`config.mk`:
```
export PLATFORM = sky130hd
export DESIGN_NAME = fetch_unit
export DESIGN_NICKNAME = d
export VERILOG_FILES = /design/src/rtl/fetch_unit_pkg.sv /design/src/rtl/fetch_unit_ctl.sv /design/src/rtl/fetch_unit.sv
export SDC_FILE = /design/constraint.sdc
export NUM_CORES = 1
export LEC_CHECK = 0
export CORE_MARGIN = 2
export CORE_UTILIZATION = 35
export DETAILED_ROUTE_END_ITERATION = 10
export PLACE_DENSITY = 0.65
export SYNTH_ARGS = -nofsm -noshare
export SYNTH_HDL_FRONTEND = slang
export SYNTH_SLANG_ARGS = --single-unit
export TNS_END_PERCENT = 20
```
`constraint.sdc`:
```
create_clock -name clk -period 2.5 [get_ports clk]
set_input_delay 0.375 -clock clk [delete_from_list [all_inputs] [get_ports clk]]
set_output_delay 0.375 -clock clk [all_outputs]
set_load 0.01 [all_outputs]
```
`src/rtl/fetch_unit_pkg.sv`:
```
// ============================================================================
// fetch_unit_pkg : shared state encoding for the instruction-fetch stage
// Rev 1.0
// ============================================================================
`default_nettype none

package fetch_unit_pkg;

  localparam int CS_W = 2;

  typedef enum logic [CS_W-1:0] {
    ST_IDLE  = 2'd0,
    ST_FETCH = 2'd1,
    ST_HOLD  = 2'd2,
    ST_HALT  = 2'd3
  } state_t;

endpackage

`default_nettype wire

```
`src/rtl/fetch_unit_ctl.sv`:
```
// ============================================================================
// fetch_unit_ctl : fetch sequencer (state, halt/redirect pending, PC/IR enables)
// Rev 1.0
// ============================================================================
`default_nettype none

module fetch_unit_ctl
  import fetch_unit_pkg::*;
#(
  parameter int AW = 12
) (
  input  logic            clk,
  input  logic            rst_n,
  input  logic            run,
  input  logic            halt,
  input  logic            pc_load,
  input  logic [AW-1:0]   pc_d,
  input  logic            mem_ack,
  input  logic            ir_ready,
  output logic [CS_W-1:0] cs,
  output logic            pc_ld,
  output logic [AW-1:0]   pc_ld_val,
  output logic            pc_inc,
  output logic            ir_ld
);

  state_t        state, state_nx;
  logic          halt_pend, halt_pend_nx;
  logic          redir_pend, redir_pend_nx;
  logic [AW-1:0] redir_pc, redir_pc_nx;

  always_ff @(posedge clk) begin
    if (!rst_n) begin
      state      <= ST_IDLE;
      halt_pend  <= 1'b0;
      redir_pend <= 1'b0;
      redir_pc   <= '0;
    end else begin
      state      <= state_nx;
      halt_pend  <= halt_pend_nx;
      redir_pend <= redir_pend_nx;
      redir_pc   <= redir_pc_nx;
    end
  end

  always_comb begin
    state_nx      = state;
    halt_pend_nx  = halt_pend;
    redir_pend_nx = redir_pend;
    redir_pc_nx   = redir_pc;
    pc_ld         = 1'b0;
    pc_ld_val     = pc_d;
    pc_inc        = 1'b0;
    ir_ld         = 1'b0;

    case (state)
      ST_IDLE: begin
        pc_ld = pc_load;
        if (run && !halt) state_nx = ST_FETCH;
      end
      ST_FETCH: begin
        if (halt) halt_pend_nx = 1'b1;
        if (mem_ack) begin
          if (pc_load || redir_pend) begin
            // Returned word belongs to the old path: drop it and re-request
            pc_ld         = 1'b1;
            pc_ld_val     = pc_load ? pc_d : redir_pc;
            redir_pend_nx = 1'b0;
          end else begin
            ir_ld    = 1'b1;
            pc_inc   = 1'b1;
            state_nx = ST_HOLD;
          end
        end else if (pc_load) begin
          // Address must stay stable until ack, so park the target
          redir_pend_nx = 1'b1;
          redir_pc_nx   = pc_d;
        end
      end
      ST_HOLD: begin
        if (halt) halt_pend_nx = 1'b1;
        if (pc_load) begin
          pc_ld    = 1'b1;
          state_nx = ST_FETCH;
        end else if (ir_ready) begin
          state_nx = (halt_pend || halt) ? ST_HALT : ST_FETCH;
        end
      end
      ST_HALT: begin
        pc_ld = pc_load;
        if (run && !halt) begin
          state_nx     = ST_FETCH;
          halt_pend_nx = 1'b0;
        end
      end
      default: state_nx = ST_IDLE;
    endcase
  end

  assign cs = state;

endmodule

`default_nettype wire

```
`src/rtl/fetch_unit.sv`:
```
// ============================================================================
// fetch_unit : instruction-fetch stage with req/ack memory port and IR handshake
// Rev 1.0
// ============================================================================
`default_nettype none

module fetch_unit
  import fetch_unit_pkg::*;
#(
  parameter int          AW       = 12,
  parameter int          DW       = 16,
  parameter logic [AW-1:0] RESET_PC = '0
) (
  input  logic            clk,
  input  logic            rst_n,
  input  logic            run,
  input  logic            halt,
  input  logic            pc_load,
  input  logic [AW-1:0]   pc_d,
  output logic            mem_req,
  output logic [AW-1:0]   mem_addr,
  input  logic            mem_ack,
  input  logic [DW-1:0]   mem_rdata,
  output logic [DW-1:0]   ir,
  output logic [AW-1:0]   ir_pc,
  output logic            ir_valid,
  input  logic            ir_ready,
  output logic [AW-1:0]   pc,
  output logic [CS_W-1:0] cs
);

  logic          pc_ld;
  logic [AW-1:0] pc_ld_val;
  logic          pc_inc;
  logic          ir_ld;

  fetch_unit_ctl #(.AW(AW)) u_ctl (
    .clk       (clk),
    .rst_n     (rst_n),
    .run       (run),
    .halt      (halt),
    .pc_load   (pc_load),
    .pc_d      (pc_d),
    .mem_ack   (mem_ack),
    .ir_ready  (ir_ready),
    .cs        (cs),
    .pc_ld     (pc_ld),
    .pc_ld_val (pc_ld_val),
    .pc_inc    (pc_inc),
    .ir_ld     (ir_ld)
  );

  // Load beats increment; increment wraps naturally at 2^AW
  always_ff @(posedge clk) begin
    if (!rst_n) begin
      pc <= RESET_PC;
    end else if (pc_ld) begin
      pc <= pc_ld_val;
    end else if (pc_inc) begin
      pc <= pc + 1'b1;
    end
  end

  always_ff @(posedge clk) begin
    if (!rst_n) begin
      ir    <= '0;
      ir_pc <= '0;
    end else if (ir_ld) begin
      ir    <= mem_rdata;
      ir_pc <= pc;
    end
  end

  assign mem_req  = (cs == ST_FETCH);
  assign mem_addr = pc;
  assign ir_valid = (cs == ST_HOLD);

endmodule

`default_nettype wire
```
==> impl_metrics.toml <==
[sta]
fin_skew_ps = 9.02
drv_slew = 0
tightest_slew_ps = 406
period_needed_ps = 2200
post-route-period-util = 0.880
tns_ps = 0
relSlewSlack = 0.729
hold_viol = 0
whs_ps = 458
grt_setup_unrepaired = "no"
setup_viol = 0
max_freq_ghz = 0.455

[setup_path]
cp_max_fo = 17
startpoint_type = "flop"
cp_slowest_cell = "clkdlybuf4s50_1"
r2r_slack_ps = 560
path_cells = "inv_1, ha_2, clkdlybuf4s50_1"
endpoint_kind = "primary output"
slowest_delay_ps = 620
arrival_ps = 1820
cp.required_ps = 2120
crit_type = "reg -> out"

[synth]
async_reset_ff_frac = 0
ys_types = 57
avgSynthCellArea_um2 = 8.32
yosys.area.top_type = "dfxtp_1"
ys_seq_area_frac = 0.412
netlist_area_um2 = 2720
ys_top_cells_by_area = "dfxtp_1 (41%), nand2_1 (9.5%), a21oi_1 (7.5%)"
ys_ff_latch = 56
synth_edf_count = 0
syn_nets = 367
synthFlopType = "dfxtp_1"
synth_cells = 327
synth_warnings = 0
synth_top_area_share = 0.412

[cts]
clk_latency_ps = 310
path_clk_slew_ps = 100
cts_buffer_depth = 2
cts_buffers = 5
cts_tree = "done"
post-cts-setup-buffers = 0
cts_sinks = 56
root_buffer = "clkbuf_8"
htreeDepth = 2

[pwr]
p_leak_nw = 1.36
ir_worst_vdd_mv = 0.330
power_density_nw_per_um2 = 725
finalPower_mw = 2.69

[floorplanning]
die-area_um2 = 8490
start_util = 0.358
rows = 32
core-area_um2 = 7610
fp.dieH_um = 92.2
io-pin-count = 91
die_x_um = 92.2

[layout]
fin_nets = 440
drive_above_1_share = 0.0748
fillers = 767
area_growth_pct = 36.5
num_antenna_cells = 0
fin_util = 0.488
fin_area_um2 = 3710

[global_route]
grt_first_pass_wirelength_mm = 11.8
antenna_found_initial = 0
grt_pass1_vias = 2500
gr-total-overflow = 0
grt_max_degree = 29
grt.total_usage = 0.169

[hold_path]
min_path_type = "reg -> reg"

[placed_design]
portBuffers = 90
placed_area_um2 = 3600
gp_congestion = 0.820
dp_hpwl_mm = 5.00

[route]
wirelength_mm = 7.00
drt-initial-drc-count = 148
detail_route.wl_per_cell_um = 13.9
drc = 0
ant_nets = 0
firstDrtPassIters = 4
via_count = 2522
viasPerCell = 5.01

[outcome]
status = "finished clean"

[flow_run]
drv_cap = 0
[critical path, delay by kind of cell (launching register included)]
kind	cells	cell delay (ps)
fa+ha+maj	1	440
buf+inv	2	720
flops	1	360
[area by class of cell]
class / count / area (um2) / area share
multi-input cells: 230 / 1340 / 0.362
flip-flops and latches: 56 / 1120 / 0.302
clock inverters: 3 / 46.3 / 0.0125
inverters: 9 / 33.8 / 0.00910
clock buffers: 5 / 68.8 / 0.0185
well taps: 102 / 128 / 0.0344
repair buffers: 98 / 973 / 0.262
[cell usage in the layout (no fill, tap or decap), types with 2 or more instances in the layout]
master           synthesis  routed
nand3_2                  2       2
o211a_1                  2       2
dfxtp_1                 56      56
or2_1                    3       3
a31oi_1                  3       3
buf_4                   14       7
mux2i_1                  9       9
o211ai_1                 2       2
o21ai_1                  4       4
o22ai_1                  2       2
a221oi_1                 4       4
nor4_1                   2       2
nor3_1                   3       3
o21ai_0                 11      11
nor2_1                  23      23
nand2_1                 69      69
a21oi_1                 41      41
a32oi_1                  2       2
nor2_2                   2       2
clkdlybuf4s50_1          0      90
nor2b_1                  2       2
nand3_1                  6       6
clkbuf_8                 0       5
nand4_1                  3       3
inv_1                    8       8
ha_1                     5       4
a32o_1                   2       2
[report_power, final]
group / internal [mW] / leakage, nW / switching, mW
registers: 0.996 / 0.455 / 0.137
clock network: 0.304 / 0.0600 / 0.307
logic: 0.490 / 0.843 / 0.458
[routing by layer]
layer | GRT usage | part of all wire | vias to the layer above
li1 | - | - | 1273
met1 | 0.224 | 0.48 | 1181
met2 | 0.289 | 0.47 | 64
met3 | 0.0329 | 0.047 | 4
met4 | 0.0299 | 0.0061 | 0
met5 | 0 | 0 | -
[what timing repair did]
item,CTS,global route
setup endpoints to repair,0,1
resized for setup,0,1
hold buffers,0,0
[sequential cells by signal, summed over array words and instances (netlist names)]
name,cells
ir,16
ir_pc,12
mem_addr,12
u_ctl.redir_pc,12
u_ctl.cs,2
u_ctl.halt_pend,1
u_ctl.redir_pend,1
[synthesized netlist by cell type, drive strengths merged, types with 3 or more instances]
library cell / count
nand2: 69
dfxtp: 56
a21oi: 42
buf: 26
nor2: 25
o21ai: 15
mux2i: 10
inv: 8
nand3: 8
clkbuf: 6
ha: 5
a221oi: 4
a31oi: 3
nand4: 3
nor3: 3
nor4: 3
or2: 3
[worst paths after layout]
check / depth (start not counted) / to / start
hold / removal: 2 / ir[6] / ir[6]
setup / recovery: 3 / mem_req / u_ctl.cs[1]
setup reg to reg: 6 / mem_addr[10] / u_ctl.cs[1]
hold reg to reg: 2 / ir[6] / ir[6]
[stage by stage]
step	instances	worst slack, ps
floorplan	327	764
global placement	495	416
detailed placement	495	339
CTS	503	35.0
global route	503	199
finish	503	301
[cells by family after synthesis]
| kind of cell | after synthesis | synth area share |
|---|---|---|
| buffers and inverters | 41 | 0.0952 |
| adder cells (fa/ha/maj) | 5 | 0.0230 |
| AND/OR/NAND/NOR | 128 | 0.226 |
| multiplexers | 11 | 0.0455 |
| flip-flops | 56 | 0.412 |
| AO/OA/AOI/OAI | 86 | 0.198 |
No activity file was read; power rests on OpenSTA's default activity.
